`src/rtl/pulse_capture_sequencer.sv`:
```
// Run controller for pulse_integrator: flushes the integrator, arms its trigger,
// and gates its sum stream downstream until count, timeout, error or abort ends the run.
module pulse_capture_sequencer #(
    parameter int WIDTH         = 8,
    parameter int SUM_WIDTH     = 16,
    parameter int COUNT_WIDTH   = 16,
    parameter int TIMEOUT_WIDTH = 32,
    parameter int FLUSH_CYCLES  = 4
) (
    input  logic                     clk,
    input  logic                     reset,
    input  logic                     start,
    input  logic                     abort,
    input  logic [WIDTH-1:0]         cfg_trigger_level,
    input  logic [1:0]               cfg_trigger_mode,
    input  logic [COUNT_WIDTH-1:0]   cfg_pulse_count,
    input  logic [TIMEOUT_WIDTH-1:0] cfg_timeout,
    output logic                     integ_resetn,
    output logic [WIDTH-1:0]         integ_trigger_level,
    output logic [1:0]               integ_trigger_enable,
    input  logic                     integ_adder_err,
    input  logic                     integ_overflow_err,
    input  logic                     s_tvalid,
    output logic                     s_tready,
    input  logic [SUM_WIDTH-1:0]     s_tdata,
    output logic                     m_tvalid,
    input  logic                     m_tready,
    output logic [SUM_WIDTH-1:0]     m_tdata,
    output logic                     busy,
    output logic                     done,
    output logic [3:0]               status,
    output logic [COUNT_WIDTH-1:0]   pulses_captured,
    output logic [1:0]               dbg_state
);

    localparam int FLUSH_W = $clog2(FLUSH_CYCLES + 1);

    typedef enum logic [1:0] {IDLE = 2'd0, FLUSH = 2'd1, RUN = 2'd2, STOP = 2'd3} state_t;

    state_t                   state, state_nxt;
    logic [WIDTH-1:0]         lat_level;
    logic [1:0]               lat_mode;
    logic [COUNT_WIDTH-1:0]   lat_count;
    logic [TIMEOUT_WIDTH-1:0] lat_timeout;
    logic [FLUSH_W-1:0]       flush_cnt;
    logic [TIMEOUT_WIDTH-1:0] tmo_cnt;

    logic                     start_ok;
    logic                     in_run;
    logic                     fire;
    logic [COUNT_WIDTH-1:0]   cnt_inc;
    logic                     count_hit;
    logic                     timed_out;
    logic                     run_exit;

    // A beat transfers only when valid and ready are both high in the same cycle;
    // valid never waits on ready. Outside RUN the integrator's beats are drained and dropped.
    assign in_run    = (state == RUN);
    assign start_ok  = (state == IDLE) && start && !done;
    assign fire      = in_run && s_tvalid && m_tready;
    assign cnt_inc   = (&pulses_captured) ? pulses_captured
                                          : pulses_captured + COUNT_WIDTH'(1);
    assign count_hit = fire && (lat_count != '0) && (cnt_inc == lat_count);
    assign timed_out = in_run && (lat_timeout != '0) && (tmo_cnt == TIMEOUT_WIDTH'(1));
    assign run_exit  = abort || integ_adder_err || integ_overflow_err || timed_out || count_hit;

    always_ff @(posedge clk or posedge reset) begin
        if (reset) begin
            state <= IDLE;
        end else begin
            state <= state_nxt;
        end
    end

    always_comb begin
        state_nxt = state;
        case (state)
            IDLE:  if (start_ok) state_nxt = FLUSH;
            FLUSH: begin
                if (abort)                              state_nxt = STOP;
                else if (flush_cnt == FLUSH_W'(1))      state_nxt = RUN;
            end
            RUN:   if (run_exit) state_nxt = STOP;
            STOP:  state_nxt = IDLE;
            default: state_nxt = IDLE;
        endcase
    end

    always_comb begin
        integ_resetn         = (state == RUN) || (state == STOP);
        integ_trigger_enable = in_run ? lat_mode : 2'd0;
        integ_trigger_level  = lat_level;
        busy                 = (state != IDLE);
        m_tvalid             = in_run && s_tvalid;
        s_tready             = in_run ? m_tready : 1'b1;
        m_tdata              = s_tdata;
        dbg_state            = state;
    end

    always_ff @(posedge clk or posedge reset) begin
        if (reset) begin
            lat_level       <= '0;
            lat_mode        <= '0;
            lat_count       <= '0;
            lat_timeout     <= '0;
            flush_cnt       <= '0;
            tmo_cnt         <= '0;
            status          <= '0;
            pulses_captured <= '0;
            done            <= 1'b0;
        end else begin
            done <= (state == STOP);
            case (state)
                IDLE: begin
                    if (start_ok) begin
                        lat_level       <= cfg_trigger_level;
                        lat_mode        <= cfg_trigger_mode;
                        lat_count       <= cfg_pulse_count;
                        lat_timeout     <= cfg_timeout;
                        status          <= '0;
                        pulses_captured <= '0;
                        flush_cnt       <= FLUSH_W'(FLUSH_CYCLES);
                    end
                end
                FLUSH: begin
                    flush_cnt <= flush_cnt - FLUSH_W'(1);
                    if (flush_cnt == FLUSH_W'(1)) tmo_cnt <= lat_timeout;
                    if (abort) status[3] <= 1'b1;
                end
                RUN: begin
                    if (tmo_cnt != '0) tmo_cnt <= tmo_cnt - TIMEOUT_WIDTH'(1);
                    if (fire) pulses_captured <= cnt_inc;
                    // Every exit cause present in the final RUN cycle is recorded together.
                    status <= status | {abort, integ_adder_err, integ_overflow_err, timed_out};
                end
                default: ;
            endcase
        end
    end

endmodule

```
`config.mk`:
```
export PLATFORM = sky130hd
export DESIGN_NAME = pulse_capture_sequencer
export DESIGN_NICKNAME = d
export VERILOG_FILES = /design/src/rtl/pulse_capture_sequencer.sv
export SDC_FILE = /design/constraint.sdc
export NUM_CORES = 1
export LEC_CHECK = 0
export ABC_AREA = 1
export CAP_MARGIN = 30
export CORE_MARGIN = 2
export CORE_UTILIZATION = 32
export DETAILED_ROUTE_END_ITERATION = 10
export PLACE_DENSITY = 0.66
export SLEW_MARGIN = 20
export SYNTH_ARGS = -nofsm -noshare
export SYNTH_HDL_FRONTEND = slang
export SYNTH_SLANG_ARGS = --single-unit
```
`constraint.sdc`:
```
create_clock -name clk -period 7.88 [get_ports clk]
set_input_delay 1.97 -clock clk [delete_from_list [all_inputs] [get_ports clk]]
set_output_delay 1.97 -clock clk [all_outputs]
set_load 0.005 [all_outputs]
```
==> results.md <==
| Item | Reported |
|---|---|
| Sw frac | 0.405 |
| Run status | finished, final reports clean |
| Count of final max-slew check failures | 0 |
| Share of post-route cells with drive strength above 1 | 0.0796 |
| Clock latency reported for the late side of the worst-skew pair | 0.41 ns |
| Dpl cell area | 7790 sq um |
| Final weighted congestion in routability-driven placement | 0.841 |
| Number of warnings issued by yosys | 0 |
| Clock buffer count from CTS | 17 |
| Nets@finish | 1061 |
| Number of nets with antenna violations after detailed routing | 0 |
| Site Rows | 52 |
| Peak supply drop | 0.245 mV |
| Detail-routed via count per cell | 4.68 |
| Post-CTS Resized | 0 |
| Endpoints failing setup | 0 |
| Synthesized area per cell | 7.48 sq um |
| Drt first pass iters | 5 |
| Post-detailed-routing wire length | 16.6 mm |
| Net count after synthesis | 979 |
| Portion of total power attributed to sequential cells | 0.335 |
| Number of instances in the synthesized netlist | 887 |
| Overall via count from detail_route | 5853 |
| Commonest register cell after synthesis | sky130_fd_sc_hd__dfrtp_1 |
| Sink count of the clock tree | 116 |
| Unrepaired setup endpoints after global routing | false |
| Register clock-pin slew on the reported worst setup and hold paths | 0.05 ns |
| Async S/R FF share, synth | 1.00 |
| Vertical die dimension | 148 um |
| Remaining max-slew budget at the tightest pin | 0.426 |
| Final total negative setup slack | 0 ns |
| CTS max path bufs | 2 |
| Worst Max-Slew Pin Slew | 0.861 ns |
| Post-synthesis cell type count | 42 |
| Count of boundary I/O pins | 135 |
| Worst hold-check slack | 0.472 ns |
| Cell area power density | 385 nW/um^2 |
| Hold Crit Class | register to register |
| GRT Overall Usage | 0.158 |
| Wirelength per Cell | 13.3 um |
| Initial detailed-routing violation count | 330 |
| Clk network pwr share | 0.239 |
| Initial core utilization | 0.327 |
| Portion of the clock cycle consumed by the worst path in the final layout | 0.635 |
| Synthesis-stage register bit count | 116 |
| Maximum Capacitance Violations | 0 |
| Max Clock Skew | 0.00545 ns |
| Sequential standard cell area | 2900 sq um |
| Half-perimeter wire length after detailed placement | 11.9 mm |
| Final hold violation count | 0 |
| Largest net degree at the start of global routing | 102 |
| Number of global-route vias before repair | 5739 |
| TritonCTS clock tree | built |
| Endpoint type of the worst setup path | output port |
| Comb power frac | 0.426 |
| Utilization of the core after routing | 0.414 |
| Remaining routing DRC violations | 0 |
| Sequential share of the synthesized area | 0.438 |
| Ant. Diodes | 0 |
| Library cell occupying the most area in the post-synthesis netlist | sky130_fd_sc_hd__dfrtp_1 |
| Max H-tree Level | 4 |
| Post-CTS setup repair buffer count | 0 |
| Die Wd | 148 um |
| Overall overflow remaining after global route | 0 |
| Global-route wire length before repair | 27.8 mm |
| Initial antenna violation count | 0 |
| Final min period | 5.01 ns |
| Port buffer count | 102 |
| Placeable Area | 20300 sq um |
| Most common cell after layout, fill and taps aside | sky130_fd_sc_hd__nand2_1 |
| Root buffer cell | sky130_fd_sc_hd__clkbuf_16 |
| Count of fill cells added during filler insertion | 2104 |
| Multi-input combinational cell area | 3030 sq um |
| CTS Hold Bufs | 0 |
| Number of flops mapped to enable cells by yosys | 0 |
| Leakage power total | 3.90 nW |
| Startpoint class of the critical path | input port |
| Total Power Consumption | 3.24 mW |
| Ranking of synthesized cells by area | sky130_fd_sc_hd__dfrtp_1, sky130_fd_sc_hd__nand2_1, sky130_fd_sc_hd__o21ai_0 |
| Arrival time of the worst setup path | 3.04 ns |
| Largest fanout of any net on the critical path | 2 |
| Die area | 21900 sq um |
| Area added between synthesis and finish | 26.7% |
| Commonest cells after routing, fill and taps aside | sky130_fd_sc_hd__nand2_1, sky130_fd_sc_hd__dfrtp_1, sky130_fd_sc_hd__inv_1 |
| Cell Area, Synth | 6630 sq um |
| Post-route design area | 8400 sq um |
| Reg-to-reg setup timing slack | 4.90 ns |
| Cell-internal power | 1.92 mW |
| Total net switching power | 1.31 mW |
| Worst path required time | 5.91 ns |
| Highest achievable clock rate | 200 MHz |
| Yosys top cell area share | 0.438 |
| Class of the most critical setup path | input port to output port |
## synth_stat cells (2+ instances only)
cell,count
sky130_fd_sc_hd__a21oi_1,32
sky130_fd_sc_hd__a22o_1,2
sky130_fd_sc_hd__a22oi_1,4
sky130_fd_sc_hd__a31oi_1,3
sky130_fd_sc_hd__buf_2,7
sky130_fd_sc_hd__buf_4,16
sky130_fd_sc_hd__clkbuf_1,20
sky130_fd_sc_hd__dfrtp_1,116
sky130_fd_sc_hd__ha_1,10
sky130_fd_sc_hd__inv_1,116
sky130_fd_sc_hd__inv_2,3
sky130_fd_sc_hd__nand2_1,236
sky130_fd_sc_hd__nand2_2,11
sky130_fd_sc_hd__nand3_1,34
sky130_fd_sc_hd__nand3_2,4
sky130_fd_sc_hd__nand4_1,17
sky130_fd_sc_hd__nor2_1,64
sky130_fd_sc_hd__nor2_2,7
sky130_fd_sc_hd__nor2_4,8
sky130_fd_sc_hd__nor3_1,7
sky130_fd_sc_hd__nor4_1,6
sky130_fd_sc_hd__o211ai_1,3
sky130_fd_sc_hd__o21ai_0,103
sky130_fd_sc_hd__o21ai_1,10
sky130_fd_sc_hd__o22ai_1,9
sky130_fd_sc_hd__or2_2,2
sky130_fd_sc_hd__xor2_1,22
## per-layer routing
| layer | track usage | up-vias | wire length, um |
|---|---|---|---|
| met5 | 0 | - | 0 |
| met1 | 0.204 | 2694 | 7490 |
| met2 | 0.266 | 157 | 7970 |
| li1 | - | 2989 | - |
| met4 | 0.0452 | 0 | 160 |
| met3 | 0.0370 | 13 | 950 |
## worst max-delay path, stage by stage
cell,delay [ns]
sky130_fd_sc_hd__clkdlybuf4s50_1,0.45
sky130_fd_sc_hd__nand2_1,0.06
sky130_fd_sc_hd__inv_1,0.06
sky130_fd_sc_hd__clkdlybuf4s50_1,0.50
## registers in the layout (all words and copies together) (netlist names)
| register | cells |
|---|---|
| lat_timeout | 32 |
| tmo_cnt | 32 |
| lat_count | 16 |
| pulses_captured | 16 |
| integ_trigger_level | 8 |
| status | 4 |
| flush_cnt | 3 |
| dbg_state | 2 |
| lat_mode | 2 |
| done | 1 |
## power by group through the flow
stage | logic (mW) | clock network, mW | registers (mW)
finish | 1.38 | 0.774 | 1.08
global route | 1.60 | 0.816 | 1.12
CTS | 1.39 | 0.790 | 1.08
detailed placement | 1.38 | 0 | 1.09
global placement | 1.35 | 0 | 1.08
floorplan | 0.980 | 0 | 1.04
## cell type report
type,instances,share of cell area
multi-input combinational,605,0.361
clock inverter,10,0.0158
sequential,116,0.345
tap,270,0.0402
timing repair buffer,108,0.128
inverter,121,0.0547
clock buffer,20,0.0544
## cells by family (layout without fill, tap and decap cells)
family | after synthesis | after routing | share of synthesized area
flops | 116 | 116 | 0.438
xor+xnor | 22 | 22 | 0.0291
simple gates | 404 | 404 | 0.273
compound gates | 168 | 168 | 0.134
mux | 1 | 1 | 0.00170
buf+inv | 166 | 259 | 0.106
fa+ha+maj | 10 | 10 | 0.0189
## metrics by stage
step           cells  setup WS (ns)
2_1_floorplan    887           2.84
3_3_place_gp    1219           2.88
3_5_place_dp    1219           2.87
4_1_cts         1249           2.87
5_1_grt         1250           2.81
6_report        1250           2.87
## final timing paths
kind	from	cells after the start	to
setup / recovery	s_tvalid	4	m_tvalid
hold / removal	lat_mode[1]$_DFFE_PP0P_	2	lat_mode[1]$_DFFE_PP0P_
setup reg to reg	dbg_state[0]$_DFFE_PP0P_	11	pulses_captured[9]$_DFFE_PP0P_
hold reg to reg	lat_mode[1]$_DFFE_PP0P_	2	lat_mode[1]$_DFFE_PP0P_
max in group asynchronous	reset	4	tmo_cnt[12]$_DFFE_PP0P_
min in group asynchronous	reset	2	lat_timeout[30]$_DFFE_PP0P_
Note: power is estimated with default switching activity, not from simulation.
